[config.mk]
export PLATFORM = sky130hd
export DESIGN_NAME = knn_nat_loader
export DESIGN_NICKNAME = d
export VERILOG_FILES = /design/src/rtl/knn_nat_loader.sv
export SDC_FILE = /design/constraint.sdc
export NUM_CORES = 1
export LEC_CHECK = 0
export CORE_MARGIN = 5
export CORE_UTILIZATION = 50
export DETAILED_ROUTE_END_ITERATION = 6
export PLACE_DENSITY = 0.86
export SETUP_SLACK_MARGIN = 0.5
export SLEW_MARGIN = 20
export SYNTH_ARGS = -nofsm -noshare
export SYNTH_HDL_FRONTEND = slang
export SYNTH_SLANG_ARGS = --single-unit
[constraint.sdc]
create_clock -name clk -period 4.8 [get_ports clk]
set_clock_uncertainty 0.05 [all_clocks]
set_input_delay 0.96 -clock clk [delete_from_list [all_inputs] [get_ports clk]]
set_output_delay 0.96 -clock clk [all_outputs]
set_load 0.01 [all_outputs]
[src/rtl/knn_nat_loader.sv]
// Native-bus initiator: streams dataset words into the KNN block, starts it, polls status, reads results.
// Optional poll timeout is enabled by defining KNN_LOADER_TIMEOUT_EN.
module knn_nat_loader #(
  parameter int unsigned ADDR_W      = 5,
  parameter int unsigned DATA_W      = 32,
  parameter int unsigned CNT_W       = 16,
  parameter int unsigned PT_ADDR     = 0,
  parameter int unsigned EN_ADDR     = 1,
  parameter int unsigned STATUS_ADDR = 2,
  parameter int unsigned RES_ADDR    = 3
`ifdef KNN_LOADER_TIMEOUT_EN
  ,
  parameter int unsigned TIMEOUT     = 1024
`endif
) (
  input  logic                clk,
  input  logic                rst,
  input  logic                cmd_valid,
  output logic                cmd_ready,
  input  logic [CNT_W-1:0]    cmd_npts,
  input  logic [CNT_W-1:0]    cmd_nres,
  input  logic                pt_valid,
  output logic                pt_ready,
  input  logic [DATA_W-1:0]   pt_data,
  output logic                m_valid,
  output logic [ADDR_W-1:0]   m_address,
  output logic [DATA_W-1:0]   m_wdata,
  output logic [DATA_W/8-1:0] m_wstrb,
  input  logic [DATA_W-1:0]   m_rdata,
  input  logic                m_ready,
  output logic                res_valid,
  input  logic                res_ready,
  output logic [DATA_W-1:0]   res_data,
  output logic                done,
  output logic                error
);

  localparam int unsigned STRB_W = DATA_W / 8;

  typedef enum logic [2:0] {StIdle, StWrPt, StWrEn, StPoll, StRdRes, StDone} state_e;

  state_e              state_q, state_d;
  logic [CNT_W-1:0]    npts_q, npts_d;
  logic [CNT_W-1:0]    nres_q, nres_d;
  logic [CNT_W-1:0]    rk_q, rk_d;
  logic                m_valid_q, m_valid_d;
  logic [ADDR_W-1:0]   m_address_q, m_address_d;
  logic [DATA_W-1:0]   m_wdata_q, m_wdata_d;
  logic [STRB_W-1:0]   m_wstrb_q, m_wstrb_d;
  logic                res_valid_q, res_valid_d;
  logic [DATA_W-1:0]   res_data_q, res_data_d;
  logic                bus_done, bus_idle;

`ifdef KNN_LOADER_TIMEOUT_EN
  localparam int unsigned PCNT_W = $clog2(TIMEOUT + 1);
  logic [PCNT_W-1:0] poll_cnt_q, poll_cnt_d;
  logic              error_q, error_d;
  logic              timed_out;

  assign timed_out = (poll_cnt_q == PCNT_W'(TIMEOUT));
  assign error     = error_q;

  // Counter saturates at TIMEOUT so the expiry condition holds until the bus is idle.
  always_comb begin
    poll_cnt_d = '0;
    if (state_q == StPoll) begin
      poll_cnt_d = timed_out ? poll_cnt_q : poll_cnt_q + PCNT_W'(1);
    end
  end

  always_ff @(posedge clk or negedge rst) begin
    if (!rst) begin
      poll_cnt_q <= '0;
      error_q    <= 1'b0;
    end else begin
      poll_cnt_q <= poll_cnt_d;
      error_q    <= error_d;
    end
  end
`else
  assign error = 1'b0;
`endif

  // Only one request in flight; a completion always leaves at least one idle cycle.
  assign bus_done = m_valid_q & m_ready;
  assign bus_idle = ~m_valid_q;

  always_comb begin
    state_d     = state_q;
    npts_d      = npts_q;
    nres_d      = nres_q;
    rk_d        = rk_q;
    m_valid_d   = m_valid_q;
    m_address_d = m_address_q;
    m_wdata_d   = m_wdata_q;
    m_wstrb_d   = m_wstrb_q;
    res_valid_d = res_valid_q;
    res_data_d  = res_data_q;
    pt_ready    = 1'b0;
`ifdef KNN_LOADER_TIMEOUT_EN
    error_d     = error_q;
`endif

    if (res_valid_q && res_ready) res_valid_d = 1'b0;
    if (bus_done) m_valid_d = 1'b0;

    unique case (state_q)
      StIdle: begin
        if (cmd_valid) begin
          npts_d  = cmd_npts;
          nres_d  = cmd_nres;
          rk_d    = '0;
          state_d = StWrPt;
`ifdef KNN_LOADER_TIMEOUT_EN
          error_d = 1'b0;
`endif
        end
      end
      StWrPt: begin
        if (bus_done) begin
          npts_d = npts_q - CNT_W'(1);
        end else if (bus_idle) begin
          if (npts_q == '0) begin
            state_d = StWrEn;
          end else if (pt_valid) begin
            pt_ready    = 1'b1;
            m_valid_d   = 1'b1;
            m_address_d = ADDR_W'(PT_ADDR);
            m_wdata_d   = pt_data;
            m_wstrb_d   = '1;
          end
        end
      end
      StWrEn: begin
        if (bus_done) begin
          state_d = StPoll;
        end else if (bus_idle) begin
          m_valid_d   = 1'b1;
          m_address_d = ADDR_W'(EN_ADDR);
          m_wdata_d   = DATA_W'(1);
          m_wstrb_d   = '1;
        end
      end
      StPoll: begin
        if (bus_done) begin
          if (m_rdata[0]) state_d = StRdRes;
`ifdef KNN_LOADER_TIMEOUT_EN
        end else if (bus_idle && timed_out) begin
          error_d = 1'b1;
          state_d = StDone;
`endif
        end else if (bus_idle) begin
          m_valid_d   = 1'b1;
          m_address_d = ADDR_W'(STATUS_ADDR);
          m_wdata_d   = '0;
          m_wstrb_d   = '0;
        end
      end
      StRdRes: begin
        if (bus_done) begin
          res_valid_d = 1'b1;
          res_data_d  = m_rdata;
          nres_d      = nres_q - CNT_W'(1);
          rk_d        = rk_q + CNT_W'(1);
        end else if (bus_idle) begin
          if (nres_q == '0) begin
            state_d = StDone;
          end else if (!res_valid_q) begin
            // Result address wraps within the native address space.
            m_valid_d   = 1'b1;
            m_address_d = ADDR_W'(RES_ADDR) + ADDR_W'(rk_q);
            m_wdata_d   = '0;
            m_wstrb_d   = '0;
          end
        end
      end
      StDone: state_d = StIdle;
      default: state_d = StIdle;
    endcase
  end

  always_ff @(posedge clk or negedge rst) begin
    if (!rst) begin
      state_q     <= StIdle;
      npts_q      <= '0;
      nres_q      <= '0;
      rk_q        <= '0;
      m_valid_q   <= 1'b0;
      m_address_q <= '0;
      m_wdata_q   <= '0;
      m_wstrb_q   <= '0;
      res_valid_q <= 1'b0;
      res_data_q  <= '0;
    end else begin
      state_q     <= state_d;
      npts_q      <= npts_d;
      nres_q      <= nres_d;
      rk_q        <= rk_d;
      m_valid_q   <= m_valid_d;
      m_address_q <= m_address_d;
      m_wdata_q   <= m_wdata_d;
      m_wstrb_q   <= m_wstrb_d;
      res_valid_q <= res_valid_d;
      res_data_q  <= res_data_d;
    end
  end

  assign cmd_ready = (state_q == StIdle) & rst;
  assign done      = (state_q == StDone);
  assign m_valid   = m_valid_q;
  assign m_address = m_address_q;
  assign m_wdata   = m_wdata_q;
  assign m_wstrb   = m_wstrb_q;
  assign res_valid = res_valid_q;
  assign res_data  = res_data_q;

endmodule

==> impl_metrics.tcl <==
set metrics [dict create \
    post_cts_resized 0 \
    syn-num-nets 735 \
    path_clk_slew_ns 0.07 \
    finalNonFillerCells 934 \
    hold_violations 0 \
    fmax_ghz 0.2968 \
    io_pins 181 \
    hpwl_um 11000 \
    synth_most_common_cell "nand2_1" \
    drcViolationCount 0 \
    place.gp.congestion 0.9054 \
    vias 5065 \
    start_util_pct 51.59 \
    powerDensity_nw_per_um2 455.2 \
    synth_top_area_share_pct 49.68 \
    rows 38 \
    finalInstanceArea_um2 7755 \
    cap_viol_max_count 0 \
    synth_top_cells_by_count "nand2_1, dfrtp_1, inv_1" \
    setup_viol 0 \
    ys_seq_elements 112 \
    drtAntennaViolNets 0 \
    insertion_delay_ns 0.36 \
    dr.pass1.iters 6 \
    slew_headroom_pct 27.93 \
    fin_setup_tns_ns 0 \
    dieArea_um2 13510 \
    synth_cell_types 62 \
    cts-root-buf "clkbuf_16" \
    num-fill-cells 793 \
    cts_sinks 112 \
    postCtsHoldBufs 0 \
    fin_crit_ns 3.369 \
    synth_largest_area_cell "dfrtp_1" \
    layout-drive-gt1-share_pct 4.912 \
    path_max_fanout 26 \
    htreeDepth 3 \
    grt_max_degree 59 \
    post-route-period-util_pct 70.19 \
    cts_tree "built" \
    grt_setup_unrepaired "false" \
    status "complete, no violations" \
    coreArea_um2 10940 \
    die_x_um 116.2 \
    via_per_inst 5.423 \
    synth-seq-area-share_pct 49.68 \
    cp.arrival_ns 2.36 \
    critical_path_class "flop to output pin" \
    cp-start-kind "flop" \
    p_leak_nw 3.514 \
    multi_input_area_um2 2490 \
    yosys-top-cells-area "dfrtp_1, nand2_1, mux2i_1" \
    synthCells 627 \
    avgSynthCellArea_um2 8.998 \
    drtIter0Drc 327 \
    peakVddDrop_uv 295.7 \
    avgRoutedWirePerCell_um 16.15 \
    grt_use_total_pct 22.63 \
    async_reset_ff_share_pct 100.0 \
    portBuffers 179 \
    synth-edff-count 0 \
    antenna_cells 0 \
    hold_class "flop to flop" \
    overflow 0 \
    maxSlewViolCount 0 \
    ys.warnings.count 0 \
    grt_pass1_vias 5114 \
    grt_pass1_wl_um 24500 \
    tightestPinTransition_ns 1.074 \
    endpoint_kind "output pin" \
    cts_setup_buffers 0 \
    final_nets 897 \
    place_inst 918 \
    postPlaceCellArea_um2 7470 \
    wl_um 15080 \
    ys.flop_type "dfrtp_1" \
    cts_max_path_buffers 2 \
    crit_required_ns 3.79 \
    fp.dieH_um 116.2 \
    layout-area-overhead-vs-synth_pct 37.46 \
    syn-cell-area_um2 5642 \
    seq_area_um2 2803 \
    cts_made_buffers 9 \
    antenna_found_initial 1 \
]
[routing by layer]
metal  GRT usage [%]  part of all wire, %
met5               0                0.046
met2           35.16                   45
met1           29.84                   42
met3           8.031                   11
met4           7.115                  1.5
[layout make-up]
class | instances | share of cell area, %
well taps | 140 | 2.259
inverters | 46 | 2.227
repair buffers | 185 | 23.65
multi-input cells | 435 | 32.11
flip-flops and latches | 112 | 36.14
clock buffers | 9 | 2.904
clock inverters | 7 | 0.7099
[cell families after synthesis]
kind of cell	count (synthesis)	share of synthesized area (%)
xor+xnor	4	0.6209
flops	112	49.68
simple gates	264	21.73
buf+inv	80	6.365
mux	37	7.008
compound gates	123	13.20
other cells	1	0.06647
fa+ha+maj	6	1.331
[metrics by stage]
stage	utilization, %	total power, mW	hold WS, ns	setup slack [ns]
4_1_cts	70.87	3.550	0.4296	1.453
5_1_grt	70.92	3.771	0.4563	1.317
2_1_floorplan	-	2.141	0.4107	2.343
6_report	70.92	3.530	0.4290	1.431
3_3_place_gp	68.31	2.761	0.4070	1.620
3_5_place_dp	68.31	2.824	0.4116	1.586
[report_power, final]
part           internal (mW)  switching [mW]  total, mW
registers               1.29           0.298       1.58
clock network          0.357           0.361      0.718
logic                  0.677           0.551       1.23
[sequential cells by signal, indices dropped and copies added, names as in the netlist]
register   flops
m_valid        1
m_wstrb        1
res_data      32
state_q        3
m_address      5
nres_q        16
res_valid      1
m_wdata       32
rk_q           5
npts_q        16
[critical path: stages, from the launching register on]
cell	delay (ns)
dfrtp_1	0.67
nor3b_2	0.26
buf_4	0.29
nand4b_1	0.16
inv_1	0.08
clkdlybuf4s50_1	0.54
[layout by cell type, fill, tap and decap left out, types with 3 or more instances in the layout]
cell,count
o32ai_1,3
a221o_1,3
clkdlybuf4s50_1,178
o21ai_1,5
and3_1,5
o21ai_0,45
nand2b_1,5
a32oi_1,3
a311oi_1,4
mux2i_1,32
mux2_4,5
nor3_1,14
a21oi_1,33
dfrtp_1,112
nor2_1,30
and2_1,4
buf_4,7
clkbuf_16,9
nand3_1,13
nor4_1,5
nor2b_1,3
or3_1,5
ha_1,6
nand2_1,153
nand4_1,4
a211oi_1,3
inv_1,46
a22oi_1,7
xor2_1,4
[final timing paths]
| kind | cells after the start | slack, ns | end | startpoint |
|---|---|---|---|---|
| hold reg to reg | 2 | 0.43 | res_data[23]$_DFFE_PN0P_ | res_data[23]$_DFFE_PN0P_ |
| setup / recovery | 5 | 1.43 | pt_ready | state_q[0]$_DFFE_PN0P_ |
| max in group asynchronous | 3 | 2.78 | nres_q[11]$_DFFE_PN0P_ | rst |
| setup reg to reg | 6 | 2.26 | nres_q[14]$_DFFE_PN0P_ | state_q[2]$_DFFE_PN0P_ |
| min in group asynchronous | 2 | 0.74 | npts_q[14]$_DFFE_PN0P_ | rst |
| hold / removal | 2 | 0.43 | res_data[23]$_DFFE_PN0P_ | res_data[23]$_DFFE_PN0P_ |
Note: power is estimated with default switching activity, not from simulation.
